File: src/rtl/uart_tx_buffered_pkg.sv
// Shared UART definitions: transmitter FSM state encodings and the bit-period helper.
package uart_tx_buffered_pkg;

  typedef enum logic [2:0] {
    ST_IDLE   = 3'd0,
    ST_START  = 3'd1,
    ST_DATA   = 3'd2,
    ST_PARITY = 3'd3,
    ST_STOP   = 3'd4
  } tx_state_e;

  // Clocks per bit; a zero clock rate means one clock per bit for fast simulation.
  function automatic int unsigned baud_div(input int unsigned clk_mhz, input int unsigned baud);
    int unsigned d;
    if (clk_mhz == 0) return 1;
    d = (clk_mhz * 1_000_000) / baud;
    return (d < 1) ? 1 : d;
  endfunction

endpackage

File: src/rtl/uart_tx_buffered_fifo.sv
// Generic synchronous FIFO with registered full/empty; dout is valid whenever not empty.
module sync_fifo #(
  parameter int WIDTH = 8,
  parameter int DEPTH = 16
) (
  input  logic             clk,
  input  logic             reset,
  input  logic             push,
  input  logic             pop,
  input  logic [WIDTH-1:0] din,
  output logic [WIDTH-1:0] dout,
  output logic             full,
  output logic             empty
);
  localparam int AW = $clog2(DEPTH);

  logic [WIDTH-1:0] mem [DEPTH];
  logic [AW-1:0]    wr_ptr, rd_ptr;
  logic [AW:0]      count, count_n;
  logic             do_push, do_pop;

  // Push is judged against the registered full flag, so a same-cycle pop cannot rescue it.
  assign do_push = push && !full;
  assign do_pop  = pop && !empty;
  assign dout    = mem[rd_ptr];

  always_comb begin
    count_n = count;
    case ({do_push, do_pop})
      2'b10:   count_n = count + (AW+1)'(1);
      2'b01:   count_n = count - (AW+1)'(1);
      default: count_n = count;
    endcase
  end

  always_ff @(posedge clk) begin
    if (reset) begin
      wr_ptr <= '0;
      rd_ptr <= '0;
      count  <= '0;
      full   <= 1'b0;
      empty  <= 1'b1;
    end else begin
      if (do_push) wr_ptr <= wr_ptr + AW'(1);
      if (do_pop)  rd_ptr <= rd_ptr + AW'(1);
      count <= count_n;
      full  <= (count_n == (AW+1)'(DEPTH));
      empty <= (count_n == '0);
    end
  end

  always_ff @(posedge clk) begin
    if (do_push) mem[wr_ptr] <= din;
  end

endmodule

File: src/rtl/uart_tx_buffered.sv
// Buffered 8N1 UART transmitter: byte FIFO feeding a baud-timed serialiser.
// Define UART_TX_PARITY_EN to insert an even-parity bit after the data bits.
module uart_tx_buffered
  import uart_tx_buffered_pkg::*;
#(
  parameter int CLK_MHZ    = 12,
  parameter int BAUD       = 115200,
  parameter int FIFO_DEPTH = 16
) (
  input  logic       clk,
  input  logic       reset,
  input  logic       tx_send,
  input  logic [7:0] tx_data,
  output logic       tx_full,
  output logic       tx_empty,
  output logic       busy,
  output logic       overflow,
  output logic       uart_tx
);
  localparam int DIV = baud_div(CLK_MHZ, BAUD);
  localparam int CW  = $clog2(DIV + 1);
  localparam logic [CW-1:0] LAST = CW'(DIV - 1);

  tx_state_e     state, state_n;
  logic [CW-1:0] cnt;
  logic [2:0]    bit_idx;
  logic [7:0]    shreg;
  logic [7:0]    fifo_dout;
  logic          fifo_pop, bit_done, line_n;
  logic          tx_q, active_q, ovf_q;

  sync_fifo #(.WIDTH(8), .DEPTH(FIFO_DEPTH)) u_fifo (
    .clk   (clk),
    .reset (reset),
    .push  (tx_send),
    .pop   (fifo_pop),
    .din   (tx_data),
    .dout  (fifo_dout),
    .full  (tx_full),
    .empty (tx_empty)
  );

  assign bit_done = (cnt == LAST);
  assign uart_tx  = tx_q;
  assign overflow = ovf_q;
  assign busy     = active_q || !tx_empty;

  always_comb begin
    state_n  = state;
    fifo_pop = 1'b0;
    line_n   = 1'b1;
    case (state)
      ST_IDLE: begin
        if (!tx_empty) begin
          fifo_pop = 1'b1;
          state_n  = ST_START;
        end
      end
      ST_START: begin
        line_n = 1'b0;
        if (bit_done) state_n = ST_DATA;
      end
      ST_DATA: begin
        line_n = shreg[bit_idx];
        if (bit_done && bit_idx == 3'd7) begin
`ifdef UART_TX_PARITY_EN
          state_n = ST_PARITY;
`else
          state_n = ST_STOP;
`endif
        end
      end
`ifdef UART_TX_PARITY_EN
      ST_PARITY: begin
        line_n = ^shreg;
        if (bit_done) state_n = ST_STOP;
      end
`endif
      ST_STOP: begin
        // Chain straight into the next start bit so queued bytes leave gap-free.
        if (bit_done) begin
          if (!tx_empty) begin
            fifo_pop = 1'b1;
            state_n  = ST_START;
          end else begin
            state_n = ST_IDLE;
          end
        end
      end
      default: state_n = ST_IDLE;
    endcase
  end

  always_ff @(posedge clk) begin
    if (reset) begin
      state    <= ST_IDLE;
      cnt      <= '0;
      bit_idx  <= 3'd0;
      shreg    <= 8'd0;
      tx_q     <= 1'b1;
      active_q <= 1'b0;
      ovf_q    <= 1'b0;
    end else begin
      state <= state_n;
      // Line level follows the state one cycle late, so busy tracks the line the same way.
      tx_q     <= line_n;
      active_q <= (state != ST_IDLE) || fifo_pop;
      if (tx_send && tx_full) ovf_q <= 1'b1;
      if (fifo_pop) shreg <= fifo_dout;
      if (state == ST_IDLE || bit_done) cnt <= '0;
      else                              cnt <= cnt + CW'(1);
      if (state == ST_DATA && bit_done) bit_idx <= bit_idx + 3'd1;
    end
  end

endmodule

File: config.mk
export PLATFORM = sky130hd
export DESIGN_NAME = uart_tx_buffered
export DESIGN_NICKNAME = d
export VERILOG_FILES = /design/src/rtl/uart_tx_buffered_pkg.sv /design/src/rtl/uart_tx_buffered_fifo.sv /design/src/rtl/uart_tx_buffered.sv
export SDC_FILE = /design/constraint.sdc
export NUM_CORES = 1
export LEC_CHECK = 0
export CORE_ASPECT_RATIO = 0.6
export CORE_MARGIN = 1.5
export CORE_UTILIZATION = 35
export CTS_BUF_LIST = sky130_fd_sc_hd__clkbuf_16
export DETAILED_ROUTE_END_ITERATION = 8
export RECOVER_POWER = 100
export SYNTH_ARGS = -nofsm -noshare
export SYNTH_HDL_FRONTEND = slang
export SYNTH_HIERARCHICAL = 1
export SYNTH_SLANG_ARGS = --single-unit
File: constraint.sdc
create_clock -name clk -period 6.1 [get_ports clk]
set_clock_uncertainty 0.2 [all_clocks]
set_input_delay 1.525 -clock clk [delete_from_list [all_inputs] [get_ports clk]]
set_output_delay 1.525 -clock clk [all_outputs]
set_load 0.05 [all_outputs]
* Yosys cells after proc, flatten, opt, wreduce, memory -nomap -nowiden
Memory sizes are Yosys's and may differ from the RTL's. A register that Yosys moved wholly into a read port is not among the register bits. Index checks and enable logic that the tools add are counted.
Word-level totals: RAM bits 128, bits of input ports 11, word-level logic and storage cells 61, bits in registers 31, output and inout port bits 5, memories kept 1
Memory list:
- u_fifo.mem | depth 16, width 8, read ports 1, clocked after Yosys merged registers in 1, wr ports 1, RTL line uart_tx_buffered_fifo.sv:17 | logic [WIDTH-1:0] mem [DEPTH];
Cells by class: add/subtract/negate cells 6, reduce and logical (&&, ||, !) cells 15, equality and inequality tests 12, order comparisons 1, multiplexer cells 15
Operators by type and width (number):
- $mux W3 | 4
- $pmux W3 S4 | 1
- $pmux W5 S2 | 1
- $add A4 B1 Y4 const B | 2
- $ne A2 B2 Y1 const B | 4
- $add A7 B1 Y7 const B | 1
- $eq A7 B7 Y1 const B | 1
- $eq A3 B3 Y1 const B | 2
- $mux W1 | 6
- $add A5 B1 Y5 const B | 1
- $eq A5 B5 Y1 const B | 1
- $logic_and A1 B1 Y1 | 5
- $logic_not A5 Y1 | 1
- $sub A5 B1 Y5 const B | 1
- $lt A3 B4 Y1 const B | 1
- $pmux W1 S2 | 2
- $reduce_and A4 Y1 | 1
- $add A3 B1 Y3 const B | 1
- $bmux W1 S3 | 1
- $eq A3 B1 Y1 const B | 1
- $eq A3 B2 Y1 const B | 1
- $logic_not A3 Y1 | 1
- $logic_or A1 B1 Y1 | 3
- $reduce_bool A3 Y1 | 1
- other kinds (4) | 5

* Logic depth before layout (Yosys ltp)
depth after elaboration 7, depth in mapped cells 15

* Cells and area by module
Netlist, hierarchy kept.
Modules (own cells, without submodules):
- sync_fifo | sequential area each 4224.1 µm², cells an instance 303, area each 5833.1 µm², instances 1
- uart_tx_buffered | sequential area each 480.5 µm², cells an instance 117, area each 1154.9 µm², instances 1

* Worst setup path after synthesis
OpenSTA, ideal clock, no wires.
kind input-to-reg, start point in tx_send, end point reg u_fifo.empty, required time 5.784 ns, path buffers 1, path slack 2.527 ns, setup time 0.116 ns, arrival time 3.256 ns, cell stages on the path 10, cells stage by stage nor2b_1 buf_4 inv_4 nand2_1 xnor2_1 ha_1 or4_4 a31oi_4 xnor2_1 a31o_2
On the way: word-level cells in the longest chain between the ends 4, elaborated cells on any way between the ends 5, those cells by class 2 x eq/ne; 1 x mux; 2 x reduce/logical
RTL lines:
- from (decl) | RTL line uart_tx_buffered.sv:12 | input logic tx_send,
- $logic_and A1 B1 Y1 (*) | RTL line uart_tx_buffered_fifo.sv:23 | assign do_push = push && !full;
- $eq A2 B1 Y1 / $eq A2 B2 Y1 (equally long branches) | RTL line uart_tx_buffered_fifo.sv:29 | case ({do_push, do_pop})
- $pmux W5 S2 (*) | RTL line uart_tx_buffered_fifo.sv:29
- $logic_not A5 Y1 (*) | RTL line uart_tx_buffered_fifo.sv:48 | empty <= (count_n == '0);
- to (signal assigned) | RTL line uart_tx_buffered_fifo.sv:48
- to (decl) | RTL line uart_tx_buffered_fifo.sv:13 | output logic empty
Every way passes the cells marked *; elsewhere a longest branch is shown, timed or not. A chain may end at the register's enable or synchronous reset.

* Worst setup path after layout
start point in tx_send, end point reg u_fifo.full
On the way: word-level cells in the longest chain between the ends 4, elaborated cells on any way between the ends 5, those cells by class 3 x eq/ne; 1 x mux; 1 x reduce/logical
RTL lines:
- $logic_and A1 B1 Y1 (*) | RTL line uart_tx_buffered_fifo.sv:23
- $eq A2 B1 Y1 / $eq A2 B2 Y1 (equally long branches) | RTL line uart_tx_buffered_fifo.sv:29
- $pmux W5 S2 (*) | RTL line uart_tx_buffered_fifo.sv:29
- $eq A5 B5 Y1 (*) | RTL line uart_tx_buffered_fifo.sv:47 | full <= (count_n == (AW+1)'(DEPTH));
- to (signal assigned) | RTL line uart_tx_buffered_fifo.sv:47
- to (decl) | RTL line uart_tx_buffered_fifo.sv:12 | output logic full,
Marks and branches as above.

==> results.cfg <==
[drt]
dr.pass1.iters = 5
vias_per_cell = 4.983
route.detailed.drc = 0
wl_um = 13340
route.detailed.wl_per_inst_um = 18.61
ant_nets = 0
via_count = 3573
initialDrtViolationCount = 263

[place]
placed_area_mm2 = 0.007401
gp_congestion = 0.7970
pre_cts_ws_ns = 1.336
place_hpwl_um = 8801
port_buffers = 15

[power_and_ir_drop]
ir_drop_mv = 0.2070
powerDensity_mw_per_mm2 = 353.4
power_leakage_nw = 2.514
post-layout-total-power_mw = 2.812

[synth]
netlist_area_mm2 = 0.006988
ys_seq_area_share_pct = 67.32
ys_warn_count = 6
synth_seq_cells = 171
syn_nets = 441
synthFlopType = edfxtp_1
async_reset_ff_share_pct = 0
avgSynthCellArea_um2 = 16.64
synth_cell_types = 49
synth-edff-count = 128
syn_inst = 420

[worst_setup_path]
r2r-end = u_fifo/full
arrival_ns = 5.01
slowest_delay_ns = 0.69
slowest_stage = nor2b_1
crit_buf_inv = 2
ff2ff_path_depth = 14
startpoint_type = input pin
cp_max_fo = 10
crit_type = in2reg
crit_chain = dlygate4sd3_1, nor2b_1, clkinvlp_2, nand2_1, xnor2_1, ha_1, a21oi_1, a21boi_0, o21ai_0, a22oi_1, nor4bb_1
r2r_slack_ns = 1.92
reg2reg_from = cnt[0]
worst_setup_path_end_kind = flip-flop
cpLargestDelayFamily = simple AND/OR/NAND/NOR gates
worstPathRequired_ns = 6.23

[cells_and_area]
drive_above_1_share_pct = 19.51
layout_commonest_cell = edfxtp_1
final_area_mm2 = 0.007958
finalNetCount = 459
final_cell_mix = edfxtp_1, mux4_2, dfxtp_1
insertedDiodeCount = 0
syn_to_final_growth_pct = 13.88

[cts]
cts_setup_buffers = 0
cts_tree = done
cts_buffers = 17
clk_pin_slew_ns = 0.07
clock_latency_ns = 0.43
cts_root_buf = clkbuf_16
cts_sinks = 171
ctsResizeCount = 0
cts.htree.levels = 4
clockBufferDepth = 2
ctsHoldBuffers = 0

[timing]
setup_viol = 0
worst_pin_slew_ns = 1.729
finalCriticalPeriod_ns = 4.881
fin_ws_ns = 1.219
period_share_pct = 80.02
max_slew_margin_pct = -15.28
rsz0062_at_grt = false
fmax_mhz = 204.9
drv_slew = 46
hold_viol_final = 0
setup-tns-final_ns = 0

[hold_path]
hp-start = cnt[0]
hold_depth = 1
hold_class = reg2reg
min_to = cnt[0]

[global_routing]
grt_overflow_total = 0
grt_pass1_wl_um = 21030
antenna_found_initial = 0
grt_pass1_vias = 3551
grt_max_degree = 46
grt_use_total_pct = 13.90

[outcome]
violations = capacitance limit, slew limit
status = complete, but fails checks

[die]
rows = 39
die_area_mm2 = 0.02085
fp.dieW_um = 185.4
die_y_um = 112.5
core_area_mm2 = 0.01927
num_io_pins = 16
initial_core_util_pct = 36.25

[flow_run]
drv_cap = 1
## cells by family (layout without fill, tap and decap cells)
family | Yosys count | after routing | synth area share, %
flops | 171 | 171 | 67.32
simple gates | 112 | 112 | 8.577
mux | 54 | 54 | 15.26
buf+inv | 30 | 61 | 2.184
compound gates | 26 | 26 | 2.740
xor+xnor | 17 | 17 | 2.131
fa+ha+maj | 10 | 10 | 1.791
## routing by layer
| layer | track usage, % | up-vias | share of wire (%) |
|---|---|---|---|
| met5 | 0 | - | 0 |
| met4 | 4.932 | 0 | 0.99 |
| met3 | 3.861 | 16 | 5.9 |
| met2 | 18.78 | 106 | 42 |
| met1 | 21.15 | 1807 | 51 |
| li1 | - | 1644 | - |
## cells in the mapped netlist (2+ instances only)
master      n  area share (%)
a21oi_1    11            0.79
and2b_2     2            0.25
and3_1      2            0.18
buf_1       5            0.27
buf_2       5            0.36
buf_4       4            0.43
buf_6       2            0.32
clkbuf_1    6            0.32
dfxtp_1    43              12
edfxtp_1  128              55
ha_1       10             1.8
inv_1       5            0.27
mux2i_1    12             1.7
mux4_2     42              14
nand2_1    13            0.70
nand2b_1   20             1.8
nand3_1     6            0.43
nand4_1     3            0.27
nor2_1     40             2.1
nor2b_1     2            0.18
nor3_1      9            0.64
nor3b_1     3            0.32
o21ai_0     5            0.36
or3b_1      2            0.25
xnor2_1     8             1.0
xor2_1      9             1.1
## cell type report
type,instances,area [um2]
fill,1704,11320
sequential,171,4706
multi-input combinational,219,2131
clock buffer,17,425.4
tap,266,332.8
timing repair buffer,22,183.9
clock inverter,15,151.4
inverter,7,27.53
## how the worst max path moves through the flow
| stage | from | endpoint | depth (start not counted) |
|---|---|---|---|
| 2_1_floorplan | tx_send | u_fifo/empty | 10 |
| 3_3_place_gp | tx_send | u_fifo/full | 10 |
| 3_5_place_dp | tx_send | u_fifo/full | 10 |
| 4_1_cts | tx_send | u_fifo/full | 10 |
| 5_1_grt | tx_send | u_fifo/full | 10 |
| 6_report | tx_send | u_fifo/full | 11 |
## flip-flops by register name, indices dropped and copies added (netlist names), named ones only
signal / count
u_fifo/count: 5
bit_idx: 3
shreg: 8
u_fifo/empty: 1
state: 3
active_q: 1
overflow: 1
uart_tx: 1
u_fifo/mem: 128
u_fifo/rd_ptr: 4
cnt: 7
u_fifo/wr_ptr: 4
u_fifo/full: 1
## power breakdown
group          leakage, nW  total [mW]  internal (mW)  switching [mW]
clock                0.277        1.04          0.544           0.493
sequential            1.51        1.35           1.31          0.0453
combinational        0.731       0.425          0.195           0.229
total                 2.51        2.81           2.04           0.768
## metrics by stage
step | hold slack (ns) | util, % | cells
2_1_floorplan | 0.2175 | - | 420
3_3_place_gp | 0.2264 | 38.40 | 685
3_5_place_dp | 0.2434 | 38.40 | 685
4_1_cts | 0.2588 | 41.39 | 717
5_1_grt | 0.2728 | 41.29 | 717
6_report | 0.2538 | 41.29 | 717
(Power assumes the default switching activity.)
